File: src/rtl/chicken_turn_engine_pkg.sv
// Shared definitions for the chicken turn engine: FSM encoding, default track sizing,
// default tile map and the effective player-count helper.
package chicken_turn_engine_pkg;

    localparam int DEF_NUM_TILES = 16;
    localparam int DEF_POS_W     = 4;
    localparam int DEF_IMG_W     = 4;

    // Tile i shows image (i mod 8); tile i lives in bits [i*IMG_W +: IMG_W].
    localparam logic [DEF_NUM_TILES*DEF_IMG_W-1:0] DEF_TILE_MAP = 64'h7654_3210_7654_3210;

    typedef enum logic [2:0] {
        ST_IDLE,
        ST_SEEK,
        ST_WAIT_FLIP,
        ST_RESOLVE,
        ST_HOLD
    } state_t;

    // N == 0 still means a two-player game.
    function automatic logic [1:0] eff_n(input logic [1:0] n);
        return (n == 2'd0) ? 2'd1 : n;
    endfunction

endpackage

File: src/rtl/chicken_target_finder.sv
// Combinational target search: the tile after the current chicken, stepping past
// tiles held by other active players (at most three can be in the way).
module chicken_target_finder
    import chicken_turn_engine_pkg::*;
#(
    parameter int NUM_TILES = DEF_NUM_TILES,
    parameter int POS_W     = DEF_POS_W
) (
    input  logic [4*POS_W-1:0] pos_flat,
    input  logic [1:0]         turn,
    input  logic [1:0]         n_eff,
    output logic [POS_W-1:0]   target
);

    always_comb begin
        logic [POS_W-1:0] cand;
        logic             occ;
        cand = POS_W'((32'(pos_flat[turn*POS_W +: POS_W]) + 1) % NUM_TILES);
        occ  = 1'b0;
        for (int s = 0; s < 3; s++) begin
            occ = 1'b0;
            for (int p = 0; p < 4; p++) begin
                if ((2'(p) <= n_eff) && (2'(p) != turn) &&
                    (pos_flat[p*POS_W +: POS_W] == cand))
                    occ = 1'b1;
            end
            if (occ)
                cand = POS_W'((32'(cand) + 1) % NUM_TILES);
        end
        target = cand;
    end

endmodule

File: src/rtl/chicken_turn_engine.sv
// Turn engine: owns chicken positions and the turn index, presents the target tile
// image and resolves each flipped card into a move or a turn hand-over.
//
// state     | meaning
// ----------|------------------------------------------------------------
// IDLE      | after reset, waiting for start
// SEEK      | register target tile and its image for the current player
// WAIT_FLIP | ready high, waiting for the flipped card
// RESOLVE   | apply match (advance chicken) or miss (pass the turn)
// HOLD      | game over, everything frozen until start
module chicken_turn_engine
    import chicken_turn_engine_pkg::*;
#(
    parameter int                           NUM_TILES = DEF_NUM_TILES,
    parameter int                           POS_W     = DEF_POS_W,
    parameter int                           IMG_W     = DEF_IMG_W,
    parameter logic [NUM_TILES*IMG_W-1:0]   TILE_MAP  = DEF_TILE_MAP
) (
    input  logic                 clk,
    input  logic                 rst,
    input  logic                 start,
    input  logic [1:0]           N,
    input  logic                 game_over,
    input  logic                 flip_valid,
    input  logic [IMG_W-1:0]     flip_card,
    output logic [1:0]           T,
    output logic [IMG_W-1:0]     position_data,
    output logic [POS_W-1:0]     target_pos,
    output logic                 A,
    output logic                 move_strobe,
    output logic                 statecombo_next_turn,
    output logic [4*POS_W-1:0]   pos_flat,
    output logic                 ready
);

    function automatic logic [4*POS_W-1:0] init_pos();
        logic [4*POS_W-1:0] v;
        v = '0;
        for (int p = 0; p < 4; p++)
            v[p*POS_W +: POS_W] = POS_W'(4 * p);
        return v;
    endfunction

    state_t             state;
    logic [4*POS_W-1:0] pos_q;
    logic [1:0]         n_eff;
    logic [POS_W-1:0]   target_next;

    assign n_eff    = eff_n(N);
    assign pos_flat = pos_q;

    chicken_target_finder #(
        .NUM_TILES (NUM_TILES),
        .POS_W     (POS_W)
    ) u_finder (
        .pos_flat (pos_q),
        .turn     (T),
        .n_eff    (n_eff),
        .target   (target_next)
    );

    always_ff @(posedge clk or posedge rst) begin
        if (rst) begin
            state                <= ST_IDLE;
            pos_q                <= init_pos();
            T                    <= 2'd0;
            A                    <= 1'b0;
            move_strobe          <= 1'b0;
            statecombo_next_turn <= 1'b0;
            position_data        <= '0;
            target_pos           <= '0;
            ready                <= 1'b0;
        end else begin
            move_strobe          <= 1'b0;
            statecombo_next_turn <= 1'b0;
            // start outranks game_over and any pending flip.
            if (start) begin
                state <= ST_SEEK;
                pos_q <= init_pos();
                T     <= 2'd0;
                A     <= 1'b0;
                ready <= 1'b0;
            end else if (game_over) begin
                state <= ST_HOLD;
                ready <= 1'b0;
            end else begin
                case (state)
                    ST_SEEK: begin
                        target_pos    <= target_next;
                        position_data <= TILE_MAP[int'(target_next)*IMG_W +: IMG_W];
                        ready         <= 1'b1;
                        state         <= ST_WAIT_FLIP;
                    end
                    ST_WAIT_FLIP: begin
                        if (flip_valid) begin
                            A     <= (flip_card == position_data);
                            ready <= 1'b0;
                            state <= ST_RESOLVE;
                        end
                    end
                    ST_RESOLVE: begin
                        if (A) begin
                            pos_q[T*POS_W +: POS_W] <= target_pos;
                            move_strobe             <= 1'b1;
                        end else begin
                            // >= also covers T left stranded above a reduced N.
                            T                    <= (T >= n_eff) ? 2'd0 : T + 2'd1;
                            statecombo_next_turn <= 1'b1;
                        end
                        state <= ST_SEEK;
                    end
                    default: ;
                endcase
            end
        end
    end

endmodule

File: config.mk
export PLATFORM = sky130hd
export DESIGN_NAME = chicken_turn_engine
export DESIGN_NICKNAME = d
export VERILOG_FILES = /design/src/rtl/chicken_turn_engine_pkg.sv /design/src/rtl/chicken_target_finder.sv /design/src/rtl/chicken_turn_engine.sv
export SDC_FILE = /design/constraint.sdc
export NUM_CORES = 1
export LEC_CHECK = 0
export ABC_AREA = 1
export BUFFER_PORTS_ARGS = -buffer_cell sky130_fd_sc_hd__buf_2
export CORE_ASPECT_RATIO = 0.9
export CORE_MARGIN = 10
export CORE_UTILIZATION = 50
export DETAILED_ROUTE_END_ITERATION = 6
export PLACE_DENSITY = 0.68
export SLEW_MARGIN = 20
export SYNTH_ARGS = -nofsm -noshare
export SYNTH_HDL_FRONTEND = slang
export SYNTH_HIERARCHICAL = 1
export SYNTH_SLANG_ARGS = --single-unit
File: constraint.sdc
create_clock -name clk -period 6.9 [get_ports clk]
set_input_delay 0.345 -clock clk [delete_from_list [all_inputs] [get_ports clk]]
set_output_delay 0.345 -clock clk [all_outputs]
set_load 0.02 [all_outputs]
# --- Word-level counts from Yosys, hierarchy flattened ---
# Index checks and enable logic that the tools add are counted.
classes:
  n_bitwise: 2
  eq_ne: 22
  n_reduce_logical: 30
  n_mux: 46
  add_sub_neg: 6
  shift: 4
  order_cmp: 5
op_table:
  columns: ["operator", "n"]
  rows:
  - ["$mux 16", 4]
  - ["$shiftx 64x7->4 const A", 1]
  - ["$eq 4x4->1", 13]
  - ["$neg 4->34", 1]
  - ["$shift 4x34->16 const A", 1]
  - ["$shiftx 4x34->16", 1]
  - ["$mux 1", 27]
  - ["$add 4x1->4 const B", 4]
  - ["$bwmux 16", 1]
  - ["$logic_and 1x1->1", 16]
  - ["$shiftx 16x5->4", 1]
  - ["$mux 2", 6]
  - ["$mux 4", 3]
  - ["$reduce_and 3->1", 4]
  - ["$reduce_bool 2->1", 5]
  - ["$mux 3", 3]
  - ["$pmux 3 s3", 1]
  - ["$eq 3x2->1 const B", 2]
  - ["$reduce_bool 5->1", 1]
  - ["$le 1x2->1 const A", 2]
  - ["$le 2x2->1 const A", 2]
  - ["$ne 2x2->1 const A", 2]
  - ["$ne 4x4->1 const B", 1]
  - ["$reduce_and 2->1", 2]
  - ["other kinds (10)", 11]
word_totals:
  out_inout_bits: 30
  ff_bits: 33

# --- Depth between registers and ports, before layout ---
# Gate-level depths: netlist of run 1.
logic_depth:
  ltp_word: 25
  depth_mapped: 38

# --- Modules after synthesis ---
# The synthesis of run 1 kept the hierarchy.
modules_own_cells:
  columns: ["mod", "cells_each", "seq_area_each_um2", "area_each_um2", "n_inst"]
  rows:
  - ["chicken_target_finder", 382, 0.0, 1984.4, 1]
  - ["chicken_turn_engine", 239, 730.7, 1729.2, 1]

# --- Least setup slack after synthesis of run 1 ---
# No wires, ideal clock.
synth_timing:
  path_type: "flip-flop to flip-flop"
  start: "register T[1]"
  end: "register position_data[1]"
  period_less_slack_ps: 3942
  setup_time_ps: 123
  t_arrival_ps: 3819
  path_slack_ps: 2958
  n_path_buf: 4
  t_required_ps: 6777
  stages_incl_launch_ff: 35
  cell_sequence: "dfrtp_1 buf_6 inv_1 nand2_1 nand2_2 buf_8 inv_4 ha_1 buf_4 xnor2_1 nor2_1 nand3_1 nor2_1 nand3_2 nand2_4 inv_2 nand2_8 nand2_4 xor2_2 nand3_2 nand2_4 inv_2 nand2_4 buf_6 nand2_2 nand3_1 nand2_1 a21oi_1 nand2_1 nand2_1 nor2_4 nand2_1 nand2_1 nor2_1 a21oi_1"
synth_via:
  elab_chain_len: 24
  word_cells_on_any_way: 53
  cone_classes: "add/sub: 4; eq/ne: 15; shift: 2; mux: 15; reduce/logical: 17"
synth_rtl:
  columns: ["element", "line_no", "rtl"]
  rows:
  - ["start: declaration", "chicken_turn_engine.sv:26", "output logic [1:0] T,"]
  - ["start signal: assignment", "chicken_turn_engine.sv:107", "T <= (T >= n_eff) ? 2'd0 : T + 2'd1;"]
  - ["$shiftx 16x5->4", "chicken_target_finder.sv:18", "cand = POS_W'((32'(pos_flat[turn*POS_W +: POS_W]) + 1) % NUM_TILES);"]
  - ["$add 4x1->4", "chicken_target_finder.sv:18", null]
  - ["$eq 4x4->1", "chicken_target_finder.sv:24", "(pos_flat[p*POS_W +: POS_W] == cand))"]
  - ["$logic_and 1x1->1", "chicken_target_finder.sv:23", "if ((2'(p) <= n_eff) && (2'(p) != turn) &&"]
  - ["$mux 1 (4 in series)", "chicken_target_finder.sv:23", null]
  - ["$mux 4", "chicken_target_finder.sv:27", "if (occ)"]
  - ["$eq 4x4->1", "chicken_target_finder.sv:24", null]
  - ["$logic_and 1x1->1", "chicken_target_finder.sv:23", null]
  - ["$mux 1 (4 in series)", "chicken_target_finder.sv:23", null]
  - ["$mux 4", "chicken_target_finder.sv:27", null]
  - ["$eq 4x4->1", "chicken_target_finder.sv:24", null]
  - ["$logic_and 1x1->1", "chicken_target_finder.sv:23", null]
  - ["$mux 1 (4 in series)", "chicken_target_finder.sv:23", null]
  - ["$mux 4 (*)", "chicken_target_finder.sv:27", null]
  - ["via target_next[1]", "chicken_turn_engine.sv:47", "logic [POS_W-1:0] target_next;"]
  - ["$shiftx 64x7->4 (*)", "chicken_turn_engine.sv:90", "position_data <= TILE_MAP[int'(target_next)*IMG_W +: IMG_W];"]
  - ["end signal: assignment", "chicken_turn_engine.sv:90", null]
  - ["end: declaration", "chicken_turn_engine.sv:27", "output logic [IMG_W-1:0] position_data,"]
# The timed path passes the listed nets; every way through them passes the cells marked *.
# A chain may end at the register's enable or synchronous reset.

# --- Final worst setup path of run 1 ---
layout_timing:
  start: "register T[0]"
  end: "register position_data[0]"
# The elaborated chain is that of the path after synthesis.

==> results of run 1 <==
cell usage after synthesis (all sizes together):
master,n
nand2,267
clkbuf,2
nand3,109
buf,12
ha,11
dfstp,4
or2,1
nand3b,4
nand4,7
conb,1
xor2,10
clkinv,2
o21ai,7
a21oi,6
dfrtp,25
nor3,5
and2,1
nor2,58
xnor2,2
inv,87
metal layers:
metal / part of all wire / GRT usage / vias to the layer above
li1: - / - / 1988
met2: 0.41 / 0.284 / 165
met4: 0.011 / 0.0310 / 0
met1: 0.48 / 0.281 / 1808
met3: 0.093 / 0.0349 / 9
met5: 0 / 0 / -
area by class of cell:
cell class                      instances  area share
Multi-Input combinational cell        489       0.631
Clock buffer                            8      0.0225
Sequential cell                        29       0.182
Inverter                               89      0.0845
Tap cell                               93      0.0290
Timing Repair Buffer                   40      0.0505
path summary, 6_finish.rpt:
kind | start | to | slack (ns)
hold / removal | rst | position_data[1]$_DFFE_PP0P_ | 0.12
setup / recovery | T[0]$_DFFE_PP0P_ | position_data[0]$_DFFE_PP0P_ | 2.04
setup reg to reg | T[0]$_DFFE_PP0P_ | position_data[0]$_DFFE_PP0P_ | 2.04
max in group asynchronous | rst | pos_flat[6]$_DFFE_PP1P_ | 6.45
min in group clk | start | move_strobe$_DFF_PP0_ | 0.34
hold reg to reg | ready$_DFFE_PP0P_ | ready$_DFFE_PP0P_ | 0.48
where the power goes:
| part | internal, mW | switching, mW | total, mW |
|---|---|---|---|
| sequential | 0.192 | 0.0425 | 0.235 |
| clock | 0.0812 | 0.0632 | 0.144 |
| combinational | 0.358 | 0.754 | 1.11 |
| total | 0.631 | 0.859 | 1.49 |
per-stage QoR:
step                      power [mW]  cell area, um^2   util  instances  setup WS [ns]
final                           1.49             4010  0.561        748           2.04
after global routing            1.65             4010  0.561        748           1.43
after CTS                       1.48             4010  0.561        748           2.12
after detailed placement        1.33             3920  0.549        740           2.15
after global placement          1.32             3920  0.549        740           2.22
after floorplan                 1.13             3710      -        621           2.96
cell usage in the layout (no fill, tap or decap), types with 7 or more instances in the layout:
| master | n |
|---|---|
| nand2_1 | 231 |
| nand3_1 | 97 |
| inv_1 | 78 |
| nor2_1 | 50 |
| buf_2 | 39 |
| dfrtp_1 | 25 |
| nand2_2 | 22 |
| nand2_4 | 13 |
| nand3_2 | 12 |
| ha_1 | 11 |
| inv_2 | 7 |
cells by family (layout without fill, tap and decap cells):
kind of cell,Yosys count,count (layout),synth area share
fa+ha+maj,11,11,0.0371
buf+inv,103,137,0.121
flops,29,29,0.197
xor+xnor,12,12,0.0364
compound gates,13,13,0.0195
simple gates,452,452,0.588
other cells,1,1,0.00101
flip-flops by register name (all words and copies together), names as in the netlist:
| name | count |
|---|---|
| target_pos | 1 |
| T | 2 |
| ready | 1 |
| position_data | 3 |
| pos_flat | 16 |
| move_strobe | 1 |
| A | 1 |
| statecombo_next_turn | 1 |
| state | 3 |
critical path, delay by kind of cell (launching register included):
family,cells,cell delay (ns)
AND/OR/NAND/NOR,26,2.84
flip-flops,1,0.82
buffers and inverters,4,0.41
adder cells (fa/ha/maj),1,0.32
XOR/XNOR,1,0.25
AO/OA/AOI/OAI,1,0.11
==> run_summary.xml, run 1 <==
<?xml version="1.0" encoding="UTF-8"?>
<metrics>
  <group name="clock_network">
    <metric name="number_of_buffers_inserted_by_post_cts_setup_repair" unit="">0</metric>
    <metric name="cts-buffers-inserted" unit="">5</metric>
    <metric name="postCtsResizedCells" unit="">0</metric>
    <metric name="clock-sinks" unit="">29</metric>
    <metric name="clk_root_buffer_cell" unit="">clkbuf_8</metric>
    <metric name="ctsHtreeMaxLevel" unit="">2</metric>
    <metric name="clk-insertion-delay-late" unit="ns">0.28</metric>
    <metric name="clockBufferDepth" unit="">2</metric>
    <metric name="cts.hold.buffers_added" unit="">0</metric>
    <metric name="clk_pin_slew_worst_paths" unit="ns">0.06</metric>
    <metric name="cts_tree" unit="">built</metric>
  </group>
  <group name="placed_design">
    <metric name="place.detailed.hpwl" unit="mm">8.68</metric>
    <metric name="gp_routability_congestion" unit="">0.944</metric>
    <metric name="numPortBuffers" unit="">39</metric>
  </group>
  <group name="synth">
    <metric name="ys_warn_count" unit="">6</metric>
    <metric name="synth.distinct_cells" unit="">36</metric>
    <metric name="postSynthRegisterBits" unit="">29</metric>
    <metric name="top_area_cells_in_the_synthesized_netlist" unit="">nand2_1 (23%), dfrtp_1 (17%), nand3_1 (13%)</metric>
    <metric name="syn-mean-instance-area" unit="um^2">5.98</metric>
    <metric name="synth.largest_area_cell" unit="">nand2_1</metric>
    <metric name="post_synthesis_sequential_area_ratio" unit="">0.197</metric>
    <metric name="syn-num-nets" unit="">643</metric>
    <metric name="synth_cells" unit="">621</metric>
    <metric name="syn_std_cell_area" unit="um^2">3710</metric>
    <metric name="post-synth-top-area-fraction" unit="">0.233</metric>
  </group>
  <group name="routing">
    <metric name="routed_wirelength" unit="mm">10.9</metric>
    <metric name="detail-route-antenna-nets" unit="">0</metric>
    <metric name="drt_first_pass_iters" unit="">5</metric>
    <metric name="detail_route.drc_violations" unit="">0</metric>
    <metric name="drt-wirelength-per-cell" unit="um">14.5</metric>
    <metric name="vias_per_cell" unit="">5.31</metric>
    <metric name="vias" unit="">3970</metric>
    <metric name="drt-initial-drc-count" unit="">435</metric>
  </group>
  <group name="die">
    <metric name="die_width" unit="um">111</metric>
    <metric name="number_of_top_level_pins" unit="">41</metric>
    <metric name="fp.dieArea" unit="um^2">11300</metric>
    <metric name="fp.coreArea" unit="um^2">7150</metric>
    <metric name="rows" unit="">29</metric>
    <metric name="floorplan.die.height" unit="um">102</metric>
    <metric name="initial_core_utilization" unit="">0.520</metric>
  </group>
  <group name="sta">
    <metric name="holdWs" unit="ns">0.119</metric>
    <metric name="maxClockFrequency" unit="MHz">206</metric>
    <metric name="setup_repair_after_global_routing_missed_its_margin" unit="">false</metric>
    <metric name="slew-limit-headroom" unit="">0.500</metric>
    <metric name="max_slew.worst_pin.slew" unit="ns">0.750</metric>
    <metric name="final_period_minus_worst_setup_slack" unit="ns">4.86</metric>
    <metric name="worst_clock_skew" unit="ns">0.00640</metric>
    <metric name="setup_viol" unit="">0</metric>
    <metric name="share_of_the_clock_period_used_by_the_worst_path_after_layout" unit="">0.705</metric>
    <metric name="tns" unit="ns">0</metric>
    <metric name="hold_viol_final" unit="">0</metric>
    <metric name="slew_violations" unit="">0</metric>
  </group>
  <group name="global_route">
    <metric name="grt_util_all_layers" unit="">0.191</metric>
    <metric name="initial_antenna_violation_count" unit="">0</metric>
    <metric name="overall_overflow_remaining_after_global_route" unit="">0</metric>
    <metric name="first_global_vias" unit="">3566</metric>
    <metric name="grt_start_max_net_pins" unit="">31</metric>
    <metric name="wire_length_of_the_first_global_routing_pass" unit="mm">17.9</metric>
  </group>
  <group name="worst_setup_path">
    <metric name="critical_path_peak_fanout" unit="">25</metric>
    <metric name="worstRegToRegCells" unit="">33</metric>
    <metric name="start_kind" unit="">register</metric>
    <metric name="critPathMostFrequentCell" unit="">nand2_1</metric>
    <metric name="arrival" unit="ns">5.07</metric>
    <metric name="required" unit="ns">7.11</metric>
    <metric name="worst_path_max_delay_cell" unit="">dfrtp_1</metric>
    <metric name="cp_slowest_stage_delay" unit="ns">0.82</metric>
    <metric name="worst_setup_path_type" unit="">register to register</metric>
    <metric name="setup.worst_path.end_class" unit="">register</metric>
  </group>
  <group name="min_path">
    <metric name="hold_path_class" unit="">input pin to asynchronous set/reset pin</metric>
  </group>
  <group name="flow_run">
    <metric name="maximum_capacitance_violations" unit="">0</metric>
  </group>
  <group name="status">
    <metric name="run_status" unit="">finished clean</metric>
  </group>
  <group name="finish">
    <metric name="area.sequential" unit="um^2">731</metric>
    <metric name="nets" unit="">676</metric>
    <metric name="insertedDiodeCount" unit="">0</metric>
    <metric name="area_taken_by_multi_input_logic_gates" unit="um^2">2530</metric>
    <metric name="drive_above_1_share" unit="">0.188</metric>
    <metric name="fillerInstances" unit="">713</metric>
    <metric name="area_delta_synth_final" unit="%">8.02</metric>
  </group>
  <group name="power_and_ir_drop">
    <metric name="ir_worst_vdd" unit="uV">243</metric>
    <metric name="power_per_unit_of_standard_cell_area" unit="nW/um^2">372</metric>
    <metric name="total_leakage_power" unit="nW">2.32</metric>
  </group>
</metrics>
Power figures use the tool's default switching activity.
==> run 2, diff against run 1 <==
ABC_AREA = 0   (was 1)
PLACE_DENSITY = 0.71   (was 0.68)
clock period = 4.45 ns   (was 6.9 ns; I/O delays follow)
==> run_summary.xml, run 2 <==
<?xml version="1.0" encoding="UTF-8"?>
<metrics>
  <group name="status">
    <metric name="run_status" unit="">finished with violations</metric>
    <metric name="failed_checks" unit="">negative setup slack</metric>
  </group>
  <group name="finish">
    <metric name="commonest_cells_after_routing_fill_and_taps_aside" unit="">buf_4 (95), buf_2 (39), xnor2_1 (36)</metric>
    <metric name="nets" unit="">541</metric>
    <metric name="drive_above_1_share" unit="">0.421</metric>
    <metric name="mostFrequentLayoutCell" unit="">buf_4</metric>
    <metric name="area_delta_synth_final" unit="%">32.9</metric>
    <metric name="largest_reg_flops" unit="">16</metric>
    <metric name="insertedDiodeCount" unit="">0</metric>
    <metric name="finish.instance_area" unit="um^2">4840</metric>
    <metric name="finalCoreUtilization" unit="">0.684</metric>
  </group>
  <group name="sta">
    <metric name="slew_violations" unit="">0</metric>
    <metric name="max_slew.worst_pin.slew" unit="ns">0.639</metric>
    <metric name="slew-limit-headroom" unit="">0.574</metric>
    <metric name="final_period_minus_worst_setup_slack" unit="ns">5.11</metric>
    <metric name="hold_viol_final" unit="">0</metric>
    <metric name="setup_viol" unit="">4</metric>
    <metric name="timing.final.ws_setup" unit="ns">-0.662</metric>
    <metric name="setup_repair_after_global_routing_missed_its_margin" unit="">true</metric>
    <metric name="share_of_the_clock_period_used_by_the_worst_path_after_layout" unit="">1.15</metric>
    <metric name="maxClockFrequency" unit="MHz">196</metric>
    <metric name="tns" unit="ns">-2.39</metric>
    <metric name="worst_clock_skew" unit="ns">0.00309</metric>
  </group>
  <group name="clock_network">
    <metric name="clockBufferDepth" unit="">2</metric>
    <metric name="clk-insertion-delay-late" unit="ns">0.28</metric>
    <metric name="clock-sinks" unit="">29</metric>
    <metric name="cts-buffers-inserted" unit="">5</metric>
    <metric name="cts_tree" unit="">built</metric>
    <metric name="clk_root_buffer_cell" unit="">clkbuf_8</metric>
    <metric name="ctsHtreeMaxLevel" unit="">2</metric>
    <metric name="clk_pin_slew_worst_paths" unit="ns">0.06</metric>
  </group>
  <group name="worst_setup_path">
    <metric name="setup.worst_path.end_class" unit="">register</metric>
    <metric name="critical_path_peak_fanout" unit="">7</metric>
    <metric name="required" unit="ns">4.62</metric>
    <metric name="start_kind" unit="">register</metric>
    <metric name="worst_setup_path_type" unit="">register to register</metric>
    <metric name="arrival" unit="ns">5.28</metric>
  </group>
  <group name="power_and_ir_drop">
    <metric name="overall_power_of_the_completed_layout" unit="mW">0.577</metric>
    <metric name="ir_worst_vdd" unit="uV">189</metric>
    <metric name="total_leakage_power" unit="nW">2.13</metric>
    <metric name="power_per_unit_of_standard_cell_area" unit="nW/um^2">119</metric>
  </group>
  <group name="die">
    <metric name="die_width" unit="um">110</metric>
    <metric name="initial_core_utilization" unit="">0.514</metric>
    <metric name="fp.dieArea" unit="um^2">11100</metric>
    <metric name="rows" unit="">29</metric>
    <metric name="floorplan.die.height" unit="um">101</metric>
    <metric name="fp.coreArea" unit="um^2">7080</metric>
    <metric name="number_of_top_level_pins" unit="">41</metric>
  </group>
  <group name="global_route">
    <metric name="grtUsageMet2" unit="">0.334</metric>
    <metric name="gr-usage-met1" unit="">0.272</metric>
    <metric name="use_met3" unit="">0.0467</metric>
    <metric name="grt_start_max_net_pins" unit="">30</metric>
    <metric name="wire_length_of_the_first_global_routing_pass" unit="mm">18.6</metric>
    <metric name="first_global_vias" unit="">3760</metric>
    <metric name="initial_antenna_violation_count" unit="">0</metric>
    <metric name="overall_overflow_remaining_after_global_route" unit="">0</metric>
    <metric name="grt_util_all_layers" unit="">0.209</metric>
    <metric name="top_usage_layer" unit="">met2</metric>
  </group>
  <group name="synth">
    <metric name="ys_dominant_reg_cell" unit="">dfrtp_1</metric>
    <metric name="ys_warn_count" unit="">6</metric>
    <metric name="synth-edff-count" unit="">0</metric>
    <metric name="synth.top_cells.by_count" unit="">xnor2_1 (38), nor2_1 (27), dfrtp_1 (25)</metric>
    <metric name="synth.distinct_cells" unit="">82</metric>
    <metric name="syn-mean-instance-area" unit="um^2">8.94</metric>
    <metric name="synth.largest_area_cell" unit="">dfrtp_1</metric>
    <metric name="post-synth-top-count-cell" unit="">xnor2_1</metric>
    <metric name="synth_cells" unit="">407</metric>
    <metric name="async_flop_share" unit="">1.00</metric>
    <metric name="syn_std_cell_area" unit="um^2">3640</metric>
    <metric name="syn-num-nets" unit="">429</metric>
    <metric name="post-synth-top-area-fraction" unit="">0.172</metric>
    <metric name="postSynthRegisterBits" unit="">29</metric>
    <metric name="top_area_cells_in_the_synthesized_netlist" unit="">dfrtp_1 (17%), xnor2_1 (9.1%), mux2i_1 (3.9%)</metric>
    <metric name="post_synthesis_sequential_area_ratio" unit="">0.201</metric>
  </group>
  <group name="routing">
    <metric name="routed_wirelength" unit="mm">11.8</metric>
    <metric name="drt_first_pass_iters" unit="">5</metric>
    <metric name="drt-wirelength-per-cell" unit="um">19.3</metric>
    <metric name="vias_per_cell" unit="">6.06</metric>
    <metric name="detail_route.drc_violations" unit="">0</metric>
    <metric name="drt-initial-drc-count" unit="">318</metric>
    <metric name="vias" unit="">3717</metric>
    <metric name="detail-route-antenna-nets" unit="">0</metric>
  </group>
  <group name="placed_design">
    <metric name="numPortBuffers" unit="">39</metric>
    <metric name="gp_routability_congestion" unit="">0.950</metric>
    <metric name="place.detailed.hpwl" unit="mm">9.11</metric>
    <metric name="pre_cts_ws" unit="ns">-0.752</metric>
    <metric name="placement_cell_area" unit="um^2">4440</metric>
  </group>
  <group name="min_path">
    <metric name="hold_path_class" unit="">input pin to asynchronous set/reset pin</metric>
  </group>
  <group name="flow_run">
    <metric name="maximum_capacitance_violations" unit="">0</metric>
  </group>
</metrics>
[run 2: cell families after synthesis]
| group | share of synthesized area |
|---|---|
| fa+ha+maj | 0.0378 |
| flops | 0.201 |
| xor+xnor | 0.155 |
| mux | 0.106 |
| simple gates | 0.192 |
| buf+inv | 0.0822 |
| other cells | 0.00103 |
| compound gates | 0.225 |
[run 2: layout make-up]
class / instances / area [um^2]
Fill cell: 560 / 2240
Inverter: 22 / 82.6
Clock buffer: 7 / 96.3
Clock inverter: 1 / 5.00
Timing Repair Buffer: 139 / 973
Tap cell: 93 / 116
Sequential cell: 29 / 733
Multi-Input combinational cell: 322 / 2830
[run 2: through the flow]
stage               hold slack (ns)  std cells
finish                      0.00799        613
global route                 0.0502        613
CTS                           0.121        609
detailed placement            0.422        593
global placement              0.418        593
floorplan                     0.293        407
[run 2: power by group]
part           internal, mW  total (mW)  switching, mW  leakage, nW
registers             0.267       0.275        0.00756        0.378
logic                0.0248      0.0633         0.0385         1.70
clock network         0.139       0.239         0.0992       0.0542
[run 2: repair_timing]
action | CTS | global route
hold buffers | 0 | 0
resized for setup | 20 | 15
pin swaps | 16 | 6
buffers inserted | 9 | 4
endpoints found under the setup margin | 4 | 4
[run 2: final timing paths]
path                       slack (ns)                      endpoint               from  cells past startpoint
max reg2reg                     -0.66  position_data[1]$_DFFE_PP0P_   T[0]$_DFFE_PP0P_                     21
min                             0.008  position_data[1]$_DFFE_PP0P_                rst                      2
max in group asynchronous        4.00              T[1]$_DFFE_PP0P_                rst                      2
min reg2reg                      0.56             ready$_DFFE_PP0P_  ready$_DFFE_PP0P_                      2
min in group clk                 0.13                 A$_DFFE_PP0P_       flip_card[3]                      2
max                             -0.66  position_data[1]$_DFFE_PP0P_   T[0]$_DFFE_PP0P_                     21
[run 2: critical path, stage by stage (launching register included)]
cell,delay (ns)
dfrtp_2,0.39
mux4_2,0.58
ha_4,0.22
xor2_2,0.15
xnor2_1,0.17
o221ai_4,0.20
or3b_4,0.42
o22a_1,0.24
a2bb2oi_2,0.16
buf_6,0.15
buf_4,0.11
mux2i_2,0.21
buf_4,0.16
o32ai_4,0.11
nor2_4,0.21
buf_6,0.18
mux2_4,0.32
o211ai_2,0.18
o22ai_4,0.12
nor2_4,0.14
mux2_4,0.30
mux2_2,0.26
[run 2: layer usage]
layer / share of wire / up-vias
met5: 0 / -
met4: 0.012 / 0
met3: 0.094 / 20
met2: 0.47 / 198
met1: 0.42 / 1794
li1: - / 1705
==> run 3, diff against run 2 <==
clock period = 4.15 ns   (was 4.45 ns; I/O delays follow)
==> run_summary.xml, run 3 (same netlist as run 2, synthesis figures left out) <==
<?xml version="1.0" encoding="UTF-8"?>
<metrics>
  <group name="clock_network">
    <metric name="cts.hold.buffers_added" unit="">0</metric>
    <metric name="clock-sinks" unit="">29</metric>
    <metric name="ctsHtreeMaxLevel" unit="">2</metric>
    <metric name="clk-insertion-delay-late" unit="ns">0.28</metric>
    <metric name="cts_tree" unit="">built</metric>
    <metric name="clk_root_buffer_cell" unit="">clkbuf_8</metric>
    <metric name="clockBufferDepth" unit="">2</metric>
    <metric name="cts-buffers-inserted" unit="">5</metric>
    <metric name="clk_pin_slew_worst_paths" unit="ns">0.06</metric>
  </group>
  <group name="worst_setup_path">
    <metric name="worst_setup_path_type" unit="">register to register</metric>
    <metric name="cp_slowest_stage_delay" unit="ns">0.56</metric>
    <metric name="start_kind" unit="">register</metric>
    <metric name="arrival" unit="ns">5.36</metric>
    <metric name="required" unit="ns">4.32</metric>
    <metric name="capture_point_of_the_worst_reg_to_reg_path" unit="">position_data[2]$_DFFE_PP0P_</metric>
    <metric name="setup.worst_path.start" unit="">T[0]$_DFFE_PP0P_</metric>
    <metric name="critical_path_peak_fanout" unit="">5</metric>
    <metric name="worstRegToRegCells" unit="">22</metric>
    <metric name="path_cells" unit="">mux4_2, ha_4, buf_6, xor2_2, xnor2_1, o221ai_2, or3b_4, o22a_1, a2bb2oi_2, buf_4, buf_8, mux2i_4, ha_4, xor2_1, nor2_1, mux2i_1, or4b_4, o22ai_4, buf_4, o21ai_2, xnor2_1, mux2_4</metric>
    <metric name="setup.worst_path.end_class" unit="">register</metric>
    <metric name="regToRegStartpoint" unit="">T[0]$_DFFE_PP0P_</metric>
    <metric name="worst_path_buffer_plus_inverter_count" unit="">4</metric>
    <metric name="cpLargestDelayFamily" unit="">multiplexers</metric>
    <metric name="worst_path_max_delay_cell" unit="">mux4_2</metric>
    <metric name="r2r_setup_slack" unit="ns">-1.04</metric>
  </group>
  <group name="status">
    <metric name="failed_checks" unit="">negative hold slack, negative setup slack</metric>
    <metric name="run_status" unit="">finished with violations</metric>
  </group>
  <group name="sta">
    <metric name="slew-limit-headroom" unit="">0.554</metric>
    <metric name="maxClockFrequency" unit="MHz">193</metric>
    <metric name="setup_repair_after_global_routing_missed_its_margin" unit="">true</metric>
    <metric name="share_of_the_clock_period_used_by_the_worst_path_after_layout" unit="">1.25</metric>
    <metric name="worst_clock_skew" unit="ns">0.00403</metric>
    <metric name="slew_violations" unit="">0</metric>
    <metric name="final_period_minus_worst_setup_slack" unit="ns">5.19</metric>
    <metric name="hold_viol_final" unit="">22</metric>
    <metric name="max_slew.worst_pin.slew" unit="ns">0.669</metric>
    <metric name="setup_viol" unit="">4</metric>
    <metric name="tns" unit="ns">-4.09</metric>
    <metric name="timing.final.ws_setup" unit="ns">-1.04</metric>
    <metric name="holdWs" unit="ns">-0.00928</metric>
  </group>
  <group name="global_route">
    <metric name="overall_overflow_remaining_after_global_route" unit="">0</metric>
    <metric name="grt_util_all_layers" unit="">0.215</metric>
    <metric name="wire_length_of_the_first_global_routing_pass" unit="mm">18.9</metric>
    <metric name="first_global_vias" unit="">3660</metric>
    <metric name="initial_antenna_violation_count" unit="">0</metric>
    <metric name="grt_start_max_net_pins" unit="">30</metric>
  </group>
  <group name="routing">
    <metric name="drt-wirelength-per-cell" unit="um">19.5</metric>
    <metric name="detail_route.drc_violations" unit="">0</metric>
    <metric name="detail-route-antenna-nets" unit="">0</metric>
    <metric name="vias_per_cell" unit="">5.99</metric>
    <metric name="routed_wirelength" unit="mm">12.2</metric>
    <metric name="drt-initial-drc-count" unit="">340</metric>
    <metric name="drt_first_pass_iters" unit="">7</metric>
    <metric name="vias" unit="">3730</metric>
  </group>
  <group name="power_and_ir_drop">
    <metric name="power.internal" unit="mW">0.449</metric>
    <metric name="power.share.sequential" unit="">0.488</metric>
    <metric name="total_leakage_power" unit="nW">2.17</metric>
    <metric name="clock_power_share" unit="">0.397</metric>
    <metric name="power_per_unit_of_standard_cell_area" unit="nW/um^2">123</metric>
    <metric name="power.share.combinational" unit="">0.115</metric>
    <metric name="switching_power" unit="mW">0.155</metric>
    <metric name="ir_worst_vdd" unit="uV">200</metric>
    <metric name="p_sw_frac" unit="">0.256</metric>
  </group>
  <group name="die">
    <metric name="initial_core_utilization" unit="">0.514</metric>
    <metric name="fp.dieArea" unit="um^2">11100</metric>
    <metric name="rows" unit="">29</metric>
    <metric name="die_width" unit="um">110</metric>
    <metric name="fp.coreArea" unit="um^2">7080</metric>
    <metric name="number_of_top_level_pins" unit="">41</metric>
    <metric name="floorplan.die.height" unit="um">101</metric>
  </group>
  <group name="finish">
    <metric name="area_delta_synth_final" unit="%">34.4</metric>
    <metric name="layout.cells.non_filler" unit="">623</metric>
    <metric name="insertedDiodeCount" unit="">0</metric>
    <metric name="largest_reg_flops" unit="">16</metric>
    <metric name="finalCoreUtilization" unit="">0.691</metric>
    <metric name="nets" unit="">551</metric>
    <metric name="drive_above_1_share" unit="">0.432</metric>
    <metric name="mostFrequentLayoutCell" unit="">buf_4</metric>
    <metric name="commonest_cells_after_routing_fill_and_taps_aside" unit="">buf_4 (107), buf_2 (39), xnor2_1 (35)</metric>
  </group>
  <group name="placed_design">
    <metric name="dp.cells" unit="">598</metric>
    <metric name="numPortBuffers" unit="">39</metric>
    <metric name="place.detailed.hpwl" unit="mm">9.11</metric>
    <metric name="pre_cts_ws" unit="ns">-1.12</metric>
    <metric name="gp_routability_congestion" unit="">0.972</metric>
  </group>
  <group name="min_path">
    <metric name="hold_path_class" unit="">input pin to asynchronous set/reset pin</metric>
  </group>
  <group name="flow_run">
    <metric name="maximum_capacitance_violations" unit="">0</metric>
  </group>
</metrics>
run 3: changes by cell type in the layout (fill, tap and decap cells not counted), moves of 2 or more:
cell | before | now
o21ai_2 | 0 | 2
buf_4 | 95 | 107
xnor2_4 | 3 | 1
xnor2_2 | 1 | 4
clkbuf_1 | 0 | 2
xor2_2 | 3 | 1
xor2_1 | 13 | 15
buf_6 | 4 | 1
o21ai_1 | 3 | 1
run 3: worst register-to-register path, stage by stage (launching register included):
cell and delay [ns]:
dfrtp_2 0.39, mux4_2 0.56, ha_4 0.20, buf_6 0.13
xor2_2 0.14, xnor2_1 0.13, o221ai_2 0.19, or3b_4 0.43
o22a_1 0.25, a2bb2oi_2 0.17, buf_4 0.15, buf_8 0.11
mux2i_4 0.24, ha_4 0.23, xor2_1 0.14, nor2_1 0.12
mux2i_1 0.09, or4b_4 0.53, o22ai_4 0.25, buf_4 0.15
o21ai_2 0.06, xnor2_1 0.14, mux2_4 0.27
run 3: worst max path at each step:
| stage | to | slack [ns] | depth (start not counted) |
|---|---|---|---|
| after floorplan | position_data[1]$_DFFE_PP0P_ | -1.22 | 21 |
| after global placement | position_data[1]$_DFFE_PP0P_ | -0.91 | 19 |
| after detailed placement | position_data[1]$_DFFE_PP0P_ | -1.12 | 20 |
| after CTS | position_data[1]$_DFFE_PP0P_ | -1.0 | 21 |
| after global routing | position_data[1]$_DFFE_PP0P_ | -1.20 | 20 |
| final | position_data[2]$_DFFE_PP0P_ | -1.04 | 22 |
run 3: layout make-up:
type                            count  area (um^2)
Inverter                           22         82.6
Sequential cell                    29          733
Timing Repair Buffer              149         1040
Multi-Input combinational cell    322         2820
Tap cell                           93          116
Clock buffer                        8         90.1
Fill cell                         580         2180
run 3: through the flow:
stage | power (mW) | instance area (um^2)
2_1_floorplan | 0.343 | 3690
3_3_place_gp | 0.362 | 4470
3_5_place_dp | 0.365 | 4470
4_1_cts | 0.602 | 4740
5_1_grt | 0.625 | 4890
6_report | 0.604 | 4890
run 3: metal layers:
layer / global-route usage / vias to the layer above / share of wire
li1: - / 1738 / -
met5: 0 / - / 0
met2: 0.333 / 190 / 0.47
met4: 0.0590 / 0 / 0.019
met1: 0.285 / 1775 / 0.43
met3: 0.0575 / 27 / 0.087
run 3: power groups by stage:
stage,combinational (mW),sequential [mW],clock [mW]
5_1_grt,0.0760,0.295,0.254
6_report,0.0695,0.294,0.240
3_5_place_dp,0.0655,0.299,0
3_3_place_gp,0.0635,0.299,0
2_1_floorplan,0.0462,0.297,0
4_1_cts,0.0665,0.294,0.242
run 3: repair_timing:
item	4_1_cts	5_1_grt
gates resized for setup	16	18
buffers inserted	11	7
pin swaps	14	25
endpoints found under the setup margin	4	4
